[config.mk]
export PLATFORM = sky130hd
export DESIGN_NAME = keypad_emulator
export DESIGN_NICKNAME = d
export VERILOG_FILES = /design/src/rtl/keypad_pkg.sv /design/src/rtl/keypad_bounce_lfsr.sv /design/src/rtl/keypad_emulator.sv
export SDC_FILE = /design/constraint.sdc
export NUM_CORES = 1
export LEC_CHECK = 0
export BUFFER_PORTS_ARGS = -buffer_cell sky130_fd_sc_hd__buf_2
export CORE_UTILIZATION = 50
export DETAILED_ROUTE_END_ITERATION = 10
export PLACE_DENSITY = 0.7
export SETUP_SLACK_MARGIN = 0.2
export SYNTH_ARGS = -nofsm -noshare
export SYNTH_HDL_FRONTEND = slang
export SYNTH_SLANG_ARGS = --single-unit
[constraint.sdc]
create_clock -name clk -period 6.15 [get_ports clk]
set_input_delay 0.3075 -clock clk [delete_from_list [all_inputs] [get_ports clk]]
set_output_delay 0.3075 -clock clk [all_outputs]
set_load 0.02 [all_outputs]
[src/rtl/keypad_pkg.sv]
// -----------------------------------------------------------------------------
// keypad_pkg
// Shared definitions for the 4x4 keypad emulator:
//   - kp_state_e     : press sequencer states
//   - KEY_*          : key codes, encoded {col[1:0], row[1:0]}
//   - LFSR_TAP_MASK  : chatter LFSR taps 8,6,5,4 (bits 7,5,4,3)
//   - LFSR_SEED_DEFAULT : default chatter LFSR reset value
//   - lfsr_step()    : one Fibonacci shift of the chatter LFSR
// Optional feature macro used by the importing files: KEYPAD_EMU_BOUNCE_EN
// -----------------------------------------------------------------------------
package keypad_pkg;

    typedef enum logic [2:0] {
        IDLE           = 3'd0,
        PRESS_BOUNCE   = 3'd1,
        HELD           = 3'd2,
        RELEASE_BOUNCE = 3'd3,
        DONE           = 3'd4
    } kp_state_e;

    // Key codes: upper two bits select the column, lower two the row.
    localparam logic [3:0] KEY_1    = 4'h0;
    localparam logic [3:0] KEY_4    = 4'h1;
    localparam logic [3:0] KEY_7    = 4'h2;
    localparam logic [3:0] KEY_STAR = 4'h3;
    localparam logic [3:0] KEY_2    = 4'h4;
    localparam logic [3:0] KEY_5    = 4'h5;
    localparam logic [3:0] KEY_8    = 4'h6;
    localparam logic [3:0] KEY_0    = 4'h7;
    localparam logic [3:0] KEY_3    = 4'h8;
    localparam logic [3:0] KEY_6    = 4'h9;
    localparam logic [3:0] KEY_9    = 4'hA;
    localparam logic [3:0] KEY_HASH = 4'hB;
    localparam logic [3:0] KEY_A    = 4'hC;
    localparam logic [3:0] KEY_B    = 4'hD;
    localparam logic [3:0] KEY_C    = 4'hE;
    localparam logic [3:0] KEY_D    = 4'hF;

    localparam logic [7:0] LFSR_TAP_MASK     = 8'hB8;
    localparam logic [7:0] LFSR_SEED_DEFAULT = 8'hA5;

    // Shift left; the XOR of the tapped bits enters at bit 0.
    function automatic logic [7:0] lfsr_step(input logic [7:0] state);
        return {state[6:0], ^(state & LFSR_TAP_MASK)};
    endfunction

endpackage

[src/rtl/keypad_bounce_lfsr.sv]
// -----------------------------------------------------------------------------
// keypad_bounce_lfsr
// 8-bit Fibonacci LFSR that supplies the contact chatter bit during the
// press and release bounce windows. It shifts on every clock.
// Used only when KEYPAD_EMU_BOUNCE_EN is defined.
// Ports:
//   clk     in  system clock
//   rst_n   in  asynchronous active-low reset (loads LFSR_SEED)
//   chatter out bit 0 of the value the LFSR will hold after the next edge
// -----------------------------------------------------------------------------
module keypad_bounce_lfsr
    import keypad_pkg::*;
#(
    parameter logic [7:0] LFSR_SEED = LFSR_SEED_DEFAULT
) (
    input  logic clk,
    input  logic rst_n,
    output logic chatter
);

    logic [7:0] r_lfsr;
    logic [7:0] w_lfsr_next;

    assign w_lfsr_next = lfsr_step(r_lfsr);

    // The consumer registers this bit, so exposing the next value makes the
    // registered contact equal lfsr[0] of the cycle in which it is visible.
    assign chatter = w_lfsr_next[0];

    // LFSR state register, free-running in every state.
    always_ff @(posedge clk or negedge rst_n) begin
        if (!rst_n) begin
            r_lfsr <= LFSR_SEED;
        end else begin
            r_lfsr <= w_lfsr_next;
        end
    end

endmodule

[src/rtl/keypad_emulator.sv]
// -----------------------------------------------------------------------------
// keypad_emulator
// Switch-matrix side of a 4x4 keypad. Watches the scanner's column drive and
// returns row contacts for one programmed key press, with optional contact
// bounce. Presses are requested via valid/ready; done pulses once per press.
// Optional feature macro: KEYPAD_EMU_BOUNCE_EN (chatter during bounce windows;
// when undefined the contact is clean but all state durations are identical).
// Ports:
//   clk        in   system clock
//   rst_n      in   asynchronous active-low reset
//   cols[3:0]  in   column drive from scanner, active-high
//   req_valid  in   press request valid
//   req_ready  out  high only in IDLE
//   req_key    in   key code {col[1:0], row[1:0]}
//   req_hold   in   closed-contact hold cycles (0 behaves as 1)
//   cancel     in   end the press early (honoured in PRESS_BOUNCE / HELD)
//   rows[3:0]  out  row return, combinational from registered contact
//   key_active out  high only in HELD
//   done       out  one-cycle pulse in DONE
// -----------------------------------------------------------------------------
module keypad_emulator
    import keypad_pkg::*;
#(
    parameter int unsigned BOUNCE_CYCLES = 6,
    parameter logic [7:0]  LFSR_SEED     = LFSR_SEED_DEFAULT
) (
    input  logic        clk,
    input  logic        rst_n,
    input  logic [3:0]  cols,
    input  logic        req_valid,
    output logic        req_ready,
    input  logic [3:0]  req_key,
    input  logic [15:0] req_hold,
    input  logic        cancel,
    output logic [3:0]  rows,
    output logic        key_active,
    output logic        done
);

    localparam logic [7:0] BOUNCE_LEN = 8'(BOUNCE_CYCLES);
    localparam logic       NO_BOUNCE  = (BOUNCE_LEN == 8'd0);

    kp_state_e   r_state;
    kp_state_e   w_next_state;
    logic [3:0]  r_key;
    logic [15:0] r_hold;
    logic [7:0]  r_bounce_cnt;
    logic [15:0] r_hold_cnt;
    logic [7:0]  w_bounce_cnt_next;
    logic [15:0] w_hold_cnt_next;
    logic        w_entering;
    logic        w_xfer;
    logic [15:0] w_hold_eff;

    logic        r_contact;
    logic        r_req_ready;
    logic        r_key_active;
    logic        r_done;
    logic        w_contact_next;
    logic        w_req_ready_next;
    logic        w_key_active_next;
    logic        w_done_next;

    logic        w_col_hit;
    logic [3:0]  w_row_sel;

`ifdef KEYPAD_EMU_BOUNCE_EN
    logic        w_chatter;

    keypad_bounce_lfsr #(
        .LFSR_SEED (LFSR_SEED)
    ) u_bounce_lfsr (
        .clk     (clk),
        .rst_n   (rst_n),
        .chatter (w_chatter)
    );
`else
    // The seed only matters with bounce enabled; it is still referenced so the
    // parameter list stays the same in both builds.
    if (LFSR_SEED == 8'h00) begin : g_zero_seed_would_lock_lfsr
    end
`endif

    assign w_xfer     = req_valid & r_req_ready;
    assign w_hold_eff = (req_hold == 16'd0) ? 16'd1 : req_hold;

    // Next-state logic: sequencing and cancel handling.
    always_comb begin
        w_next_state = r_state;
        case (r_state)
            IDLE: begin
                if (w_xfer && NO_BOUNCE) begin
                    w_next_state = HELD;
                end else if (w_xfer) begin
                    w_next_state = PRESS_BOUNCE;
                end else begin
                    w_next_state = IDLE;
                end
            end
            PRESS_BOUNCE: begin
                if (cancel) begin
                    w_next_state = RELEASE_BOUNCE;
                end else if (r_bounce_cnt <= 8'd1) begin
                    w_next_state = HELD;
                end else begin
                    w_next_state = PRESS_BOUNCE;
                end
            end
            HELD: begin
                if ((cancel || (r_hold_cnt <= 16'd1)) && NO_BOUNCE) begin
                    w_next_state = DONE;
                end else if (cancel || (r_hold_cnt <= 16'd1)) begin
                    w_next_state = RELEASE_BOUNCE;
                end else begin
                    w_next_state = HELD;
                end
            end
            RELEASE_BOUNCE: begin
                if (r_bounce_cnt <= 8'd1) begin
                    w_next_state = DONE;
                end else begin
                    w_next_state = RELEASE_BOUNCE;
                end
            end
            DONE:    w_next_state = IDLE;
            default: w_next_state = IDLE;
        endcase
    end

    // Counter next values: load on state entry, count down and stop at 1.
    always_comb begin
        w_entering        = (w_next_state != r_state);
        w_bounce_cnt_next = r_bounce_cnt;
        w_hold_cnt_next   = r_hold_cnt;
        case (w_next_state)
            PRESS_BOUNCE, RELEASE_BOUNCE: begin
                if (w_entering) begin
                    w_bounce_cnt_next = BOUNCE_LEN;
                end else if (r_bounce_cnt > 8'd1) begin
                    w_bounce_cnt_next = r_bounce_cnt - 8'd1;
                end else begin
                    w_bounce_cnt_next = r_bounce_cnt;
                end
            end
            HELD: begin
                // Straight from IDLE (no bounce) the latched hold is not yet valid.
                if (w_entering && (r_state == IDLE)) begin
                    w_hold_cnt_next = w_hold_eff;
                end else if (w_entering) begin
                    w_hold_cnt_next = r_hold;
                end else if (r_hold_cnt > 16'd1) begin
                    w_hold_cnt_next = r_hold_cnt - 16'd1;
                end else begin
                    w_hold_cnt_next = r_hold_cnt;
                end
            end
            default: begin
                w_bounce_cnt_next = r_bounce_cnt;
                w_hold_cnt_next   = r_hold_cnt;
            end
        endcase
    end

    // Output logic: values for the coming cycle, decoded from the next state.
    // A bounce counter of 1 marks the final bounce cycle, whose contact is forced.
    always_comb begin
        w_contact_next    = 1'b0;
        w_req_ready_next  = 1'b0;
        w_key_active_next = 1'b0;
        w_done_next       = 1'b0;
        case (w_next_state)
            IDLE: begin
                w_req_ready_next = 1'b1;
            end
            PRESS_BOUNCE: begin
`ifdef KEYPAD_EMU_BOUNCE_EN
                if (w_bounce_cnt_next == 8'd1) begin
                    w_contact_next = 1'b1;
                end else begin
                    w_contact_next = w_chatter;
                end
`else
                w_contact_next = 1'b1;
`endif
            end
            HELD: begin
                w_contact_next    = 1'b1;
                w_key_active_next = 1'b1;
            end
            RELEASE_BOUNCE: begin
`ifdef KEYPAD_EMU_BOUNCE_EN
                if (w_bounce_cnt_next == 8'd1) begin
                    w_contact_next = 1'b0;
                end else begin
                    w_contact_next = w_chatter;
                end
`else
                w_contact_next = 1'b0;
`endif
            end
            DONE: begin
                w_done_next = 1'b1;
            end
            default: begin
                w_contact_next    = 1'b0;
                w_req_ready_next  = 1'b0;
                w_key_active_next = 1'b0;
                w_done_next       = 1'b0;
            end
        endcase
    end

    // State register, counters and request latch.
    always_ff @(posedge clk or negedge rst_n) begin
        if (!rst_n) begin
            r_state      <= IDLE;
            r_key        <= 4'h0;
            r_hold       <= 16'd1;
            r_bounce_cnt <= 8'd0;
            r_hold_cnt   <= 16'd0;
        end else begin
            r_state      <= w_next_state;
            r_bounce_cnt <= w_bounce_cnt_next;
            r_hold_cnt   <= w_hold_cnt_next;
            if (w_xfer) begin
                r_key  <= req_key;
                r_hold <= w_hold_eff;
            end else begin
                r_key  <= r_key;
                r_hold <= r_hold;
            end
        end
    end

    // Output registers; reset clears the contact so rows drop immediately.
    always_ff @(posedge clk or negedge rst_n) begin
        if (!rst_n) begin
            r_contact    <= 1'b0;
            r_req_ready  <= 1'b1;
            r_key_active <= 1'b0;
            r_done       <= 1'b0;
        end else begin
            r_contact    <= w_contact_next;
            r_req_ready  <= w_req_ready_next;
            r_key_active <= w_key_active_next;
            r_done       <= w_done_next;
        end
    end

    // Only the key's own column matters, exactly like a physical switch.
    assign w_col_hit  = cols[r_key[3:2]];
    assign w_row_sel  = 4'b0001 << r_key[1:0];
    assign rows       = (r_contact & w_col_hit) ? w_row_sel : 4'b0000;

    assign req_ready  = r_req_ready;
    assign key_active = r_key_active;
    assign done       = r_done;

endmodule

-- Word-level counts from Yosys, hierarchy flattened
Index checks and enable logic that the tools add are counted.
- add/subtract/negate cells: 2
- magnitude comparators: 5
- equality and inequality tests: 8
- shift operators: 1
- multiplexer cells: 19
- bitwise logic cells: 2
- reductions and logical operators: 11
- operator list (operator ; number):
    2-to-1 mux 16 bit ; 4
    > comparator 16 x 1 -> 1 bit (second input constant) ; 1
    <= comparator 16 x 1 -> 1 bit (second input constant) ; 1
    zero test 16 bit ; 1
    2-to-1 mux 8 bit ; 2
    subtractor 16 x 1 -> 16 bit (second input constant) ; 1
    == test 3 x 2 -> 1 bit (second input constant) ; 4
    one-hot mux 3 bit (4 select lines) ; 1
    > comparator 8 x 1 -> 1 bit (second input constant) ; 1
    <= comparator 8 x 1 -> 1 bit (second input constant) ; 1
    subtractor 8 x 1 -> 8 bit (second input constant) ; 1
    2-to-1 mux 1 bit ; 7
    == test 3 x 1 -> 1 bit (second input constant) ; 2
    zero test 3 bit ; 2
    2-to-1 mux 2 bit ; 2
    2-to-1 mux 4 bit ; 1
    AND reduction 2 bit ; 2
    OR reduction 2 bit ; 2
    << shifter 1 x 2 -> 4 bit (first input constant) ; 1
    == test 3 bit (second input constant) ; 1
    less-than comparator 2 x 3 -> 1 bit (second input constant) ; 1
    2-to-1 mux 3 bit ; 1
    inequality test 3 bit ; 1
    nonzero test 3 bit ; 1
    5 further kinds ; 6
- bits in registers: 51
- bits of input ports: 28
- output and inout port bits: 7
- word-level logic and storage cells: 57

-- Depth between registers and ports, before layout
- depth after elaboration: 8
- mapped depth: 11

-- Worst setup path before layout
No wires, ideal clock.
- path type: register to register
- from: reg r_bounce_cnt[0]
- to: reg r_hold_cnt[9]
- data arrival time: 2289 ps
- slack: 3735 ps
- stages on the path, launching flop included: 11
- path buffers: 2
- cells stage by stage: dfrtp_1 > inv_1 > ha_1 > or2_0 > and3_1 > buf_2 > o31a_1 > and2_0 > buf_2 > and3_1 > o32a_1
- longest elaborated chain between the ends: 8
- elaborated cells on any way between the ends: 12
- classes of those cells: order compare (1); eq/ne (2); mux (6); reduce/logical (3)
- ends and longest elaborated chain (item ; RTL line ; source):
    start, declared ; keypad_emulator.sv:47 ; logic [7:0] r_bounce_cnt;
    start signal, assigned ; keypad_emulator.sv:223 ; r_bounce_cnt <= w_bounce_cnt_next;
    <= comparator 8 x 1 -> 1 bit (*) ; keypad_emulator.sv:103, keypad_emulator.sv:119 ;
    2-to-1 mux 2 bit ; keypad_emulator.sv:103 ; end else if (r_bounce_cnt <= 8'd1) begin
    2-to-1 mux 2 bit ; keypad_emulator.sv:101 ; if (cancel) begin
    one-hot mux 3 bit (4 select lines) (*) ; keypad_emulator.sv:90 ; case (r_state)
    inequality test 3 bit ; keypad_emulator.sv:132 ; w_entering = (w_next_state != r_state);
    logical AND 1 bit ; keypad_emulator.sv:147 ; if (w_entering && (r_state == IDLE)) begin
    nonzero test 3 bit (no line) ; n/a ;
    AND reduction 2 bit (no line) ; n/a ;
    end signal, assigned ; keypad_emulator.sv:224 ; r_hold_cnt <= w_hold_cnt_next;
    end, declared ; keypad_emulator.sv:48 ; logic [15:0] r_hold_cnt;
Every way passes the cells marked *; elsewhere a longest branch is shown, timed or not.
A chain may end at the register's enable or synchronous reset.

-- Worst setup path after layout
- from: reg r_hold_cnt[2]
- to: reg r_hold_cnt[12]
- longest elaborated chain between the ends: 8
- elaborated cells on any way between the ends: 14
- classes of those cells: add/sub (1); order compare (2); eq/ne (2); mux (5); reduce/logical (4)
- ends and longest elaborated chain (item ; RTL line ; source):
    <= comparator 16 x 1 -> 1 bit ; keypad_emulator.sv:112 ; end else if (cancel || (r_hold_cnt <= 16'd1)) begin
    logical OR 1 bit ; keypad_emulator.sv:112 ;
    2-to-1 mux 1 bit ; keypad_emulator.sv:112 ;
    one-hot mux 3 bit (4 select lines) ; keypad_emulator.sv:90 ;
    inequality test 3 bit ; keypad_emulator.sv:132 ;
    logical AND 1 bit ; keypad_emulator.sv:147 ;
    nonzero test 3 bit (no line) ; n/a ;
    AND reduction 2 bit (no line) ; n/a ;
Parallel ways exist; a longest one is shown, timed or not. The select of a mux whose other input is x is not followed.

==> metrics.md <==
| Metric | Value |
|---|---|
| Crit-path leading delay family | simple AND/OR/NAND/NOR gates |
| Fin crit share | 55.6% |
| Footprint of the multi-input gates | 0.00136 sq mm |
| Rows | 26 |
| Max_cap viols | 0 |
| Yosys Warn Count | 0 |
| H-tree depth | 2 |
| Reg area | 0.00128 sq mm |
| Flops & latches, synth | 51 |
| Synth Area in Adders | 1.81% |
| Final instance area | 0.00307 sq mm |
| Total Wirelength | 6290 microns |
| RSZ-0062 raised after global routing | false |
| Max clock buf depth | 2 |
| Yosys cell types | 61 |
| Worst R2R Setup Slack | 2.73 ns |
| CP Max Fanout | 24 |
| VDD IR max | 0.259 mV |
| Number of fill cells in the layout | 474 |
| Worst slack at placement | 2.87 ns |
| Tot GR Track Use | 23.1% |
| # clock sinks | 51 |
| CP max stage delay | 0.71 ns |
| Final setup viols | 0 |
| Fmax | 292 MHz |
| Clock Latency Late Sink | 0.31 ns |
| # DRC | 0 |
| Final setup TNS | 0 ns |
| Leakage | 1.31 nW |
| # IOs | 35 |
| CTS tree | done |
| Mapped Cells | 277 |
| PwrDens | 497 mW/mm^2 |
| Post-synth top flop | dfrtp_1 |
| Slew headroom | 42.7% |
| Final Hold Fails | 0 |
| Crit path buf inv count | 1 |
| Worst slew pin tran | 0.859 ns |
| Clock Skew | 0.00915 ns |
| Xor and xnor area share after synthesis | 1.58% |
| Slowest cell on crit path | or3_1 |
| Post-CTS Repair Setup Buffers | 0 |
| Part of the Yosys area used for sequential elements | 46.2% |
| Most frequent cells in the layout | 49 x dfrtp_1, 34 x buf_2, 22 x nor2_1 |
| Drt wl/cell | 16.7 microns |
| Pin count of the biggest net entering global routing | 52 |
| Iter 0 DRT Violations | 153 |
| First-pass GRT wire length | 10500 microns |
| Root buffer cell | clkbuf_8 |
| Die Footprint | 0.00584 sq mm |
| Final Max Slew Viols | 0 |
| GP Congestion | 0.825 |
| Post-synth EDFFs | 0 |
| Placed cell area | 0.00297 sq mm |
| Vias in the first global route | 2151 |
| Final #Nets | 338 |
| Mean Syn Cell Area | 10.0 sq um |
| Post-route minimum period | 3.42 ns |
| DR vias | 2278 |
| Final HPWL DP | 4400 microns |
| ANT cells | 0 |
| CP Data Arrival Time | 3.61 ns |
| Most common cell after layout, fill and taps aside | dfrtp_1 |
| Vias per cell | 6.04 |
| Num CTS Buffers | 5 |
| Synthesized area | 0.00277 sq mm |
| Startpoint Class | flip-flop |
| Core Box Area | 0.00520 sq mm |
| PortBufs | 34 |
| FF-to-FF Start | r_hold_cnt[2]$_DFFE_PN0P_ |
| Area grow syn2layout | 11.0% |
| Post-route ant nets | 0 |
| Ys async rst share | 100% |
| Worst Setup End Kind | flip-flop |
| Final Worst Setup Slack | 2.73 ns |
| Reg clk slew, reported paths | 0.09 ns |
| Initial antenna violation count | 0 |
| Multiplexer area fraction after synthesis | 8.90% |
| Pre-antenna DRT Iters | 4 |
| Initial Util | 53.2% |
| WS Path Type | flip-flop to flip-flop |
| Simple-Gate Fraction of Synth Area | 18.7% |
| Final hold slack | 0.0953 ns |
| Status | completed |
| DIE HEIGHT | 76.4 microns |
| R2R cell count | 7 |
| HP Class | input pin to asynchronous set/reset pin |
| Syn nets | 309 |
| Hold buffer count at CTS | 0 |
| Crit-path cells | or4_1, nor4_1, a31o_2, or3_1, clkinv_1, a31oi_1, o21ai_0 |
| Finished Core Util | 59.1% |
| Chip Width | 76.4 microns |
| Post_cts resized | 0 |
| CP required | 6.34 ns |
| Compound-Gate Fraction of Synth Area | 18.2% |
| Share of cells above drive strength 1 | 23.8% |
| GRT overflow | 0 |
| R2r endpoint | r_hold_cnt[12]$_DFFE_PN0P_ |
| Largest family of logic cells by synthesized area | simple AND/OR/NAND/NOR gates |
layer usage:
layer	global-route usage (%)	vias to the layer above	part of all wire, %
met5	0	-	0
li1	-	1093	-
met4	6.92	0	1.2
met3	3.59	7	3.3
met1	32.6	1137	48
met2	36.6	41	47
logic make-up (layout without fill, tap and decap cells):
| family | Yosys count | count (layout) |
|---|---|---|
| buffers and inverters | 30 | 60 |
| muxes | 21 | 21 |
| adders and majority gates | 4 | 4 |
| AOI/OAI and AO/OA | 71 | 71 |
| DFF | 51 | 51 |
| and+or+nand+nor | 95 | 95 |
| xor gates and xnor gates | 5 | 5 |
worst max path at each step:
stage / cells after the start / slack (ns) / from / end
floorplan: 10 / 3.74 / r_bounce_cnt[0]$_DFFE_PN0P_ / r_hold_cnt[9]$_DFFE_PN0P_
global placement: 7 / 2.96 / r_hold_cnt[2]$_DFFE_PN0P_ / r_hold_cnt[8]$_DFFE_PN0P_
detailed placement: 7 / 2.87 / r_hold_cnt[2]$_DFFE_PN0P_ / r_hold_cnt[8]$_DFFE_PN0P_
CTS: 7 / 2.79 / r_hold_cnt[2]$_DFFE_PN0P_ / r_hold_cnt[12]$_DFFE_PN0P_
global route: 7 / 2.52 / r_hold_cnt[2]$_DFFE_PN0P_ / r_hold_cnt[14]$_DFFE_PN0P_
finish: 7 / 2.73 / r_hold_cnt[2]$_DFFE_PN0P_ / r_hold_cnt[12]$_DFFE_PN0P_
state kept, by name, indices dropped and copies added, names as in the netlist:
name / flops
r_bounce_cnt: 8
r_state: 3
key_active: 1
r_key: 4
done: 1
r_hold: 16
req_ready: 1
r_hold_cnt: 16
r_contact: 1
worst register-to-register path: stages (launching register included):
cell and delay [ns]:
dfrtp_1 0.45, or4_1 0.63, nor4_1 0.29, a31o_2 0.34
or3_1 0.71, clkinv_1 0.51, a31oi_1 0.26, o21ai_0 0.10
cell usage after synthesis, types with 3 or more instances:
| cell | n | area share, % |
|---|---|---|
| and3_1 | 4 | 0.90 |
| nand3b_1 | 3 | 0.81 |
| a22oi_1 | 4 | 1.1 |
| o22ai_1 | 3 | 0.68 |
| inv_1 | 15 | 2.0 |
| nand2_1 | 11 | 1.5 |
| o21ai_0 | 14 | 2.5 |
| nand4_1 | 3 | 0.68 |
| nor3_1 | 9 | 1.6 |
| a32oi_1 | 4 | 1.3 |
| a31oi_1 | 8 | 1.8 |
| ha_1 | 4 | 1.8 |
| buf_2 | 5 | 0.90 |
| nor2_1 | 22 | 3.0 |
| nand3_1 | 3 | 0.54 |
| xor2_1 | 3 | 0.95 |
| nor2b_1 | 6 | 1.4 |
| clkbuf_1 | 6 | 0.81 |
| dfrtp_1 | 49 | 44 |
| nor4_1 | 8 | 1.8 |
| a21oi_1 | 13 | 2.3 |
| or3_1 | 10 | 2.3 |
| mux2_2 | 19 | 7.7 |
| nor3b_1 | 3 | 0.81 |
cell type report:
type,instances,share of cell area [%]
Inverter,16,1.95
Timing Repair Buffer,36,6.02
Tap cell,70,2.85
Clock buffer,8,3.26
Multi-Input combinational cell,196,44.3
Sequential cell,51,41.6
report_power, final:
| part | internal (mW) | switching (mW) |
|---|---|---|
| clock | 0.103 | 0.111 |
| combinational | 0.288 | 0.398 |
| sequential | 0.490 | 0.139 |
| total | 0.881 | 0.648 |
metrics by stage:
| stage | power (mW) | std cells |
|---|---|---|
| floorplan | 1.14 | 277 |
| global placement | 1.29 | 369 |
| global route | 1.65 | 377 |
| finish | 1.53 | 377 |
| detailed placement | 1.31 | 369 |
| CTS | 1.53 | 377 |
No activity file was read; power rests on OpenSTA's default activity.
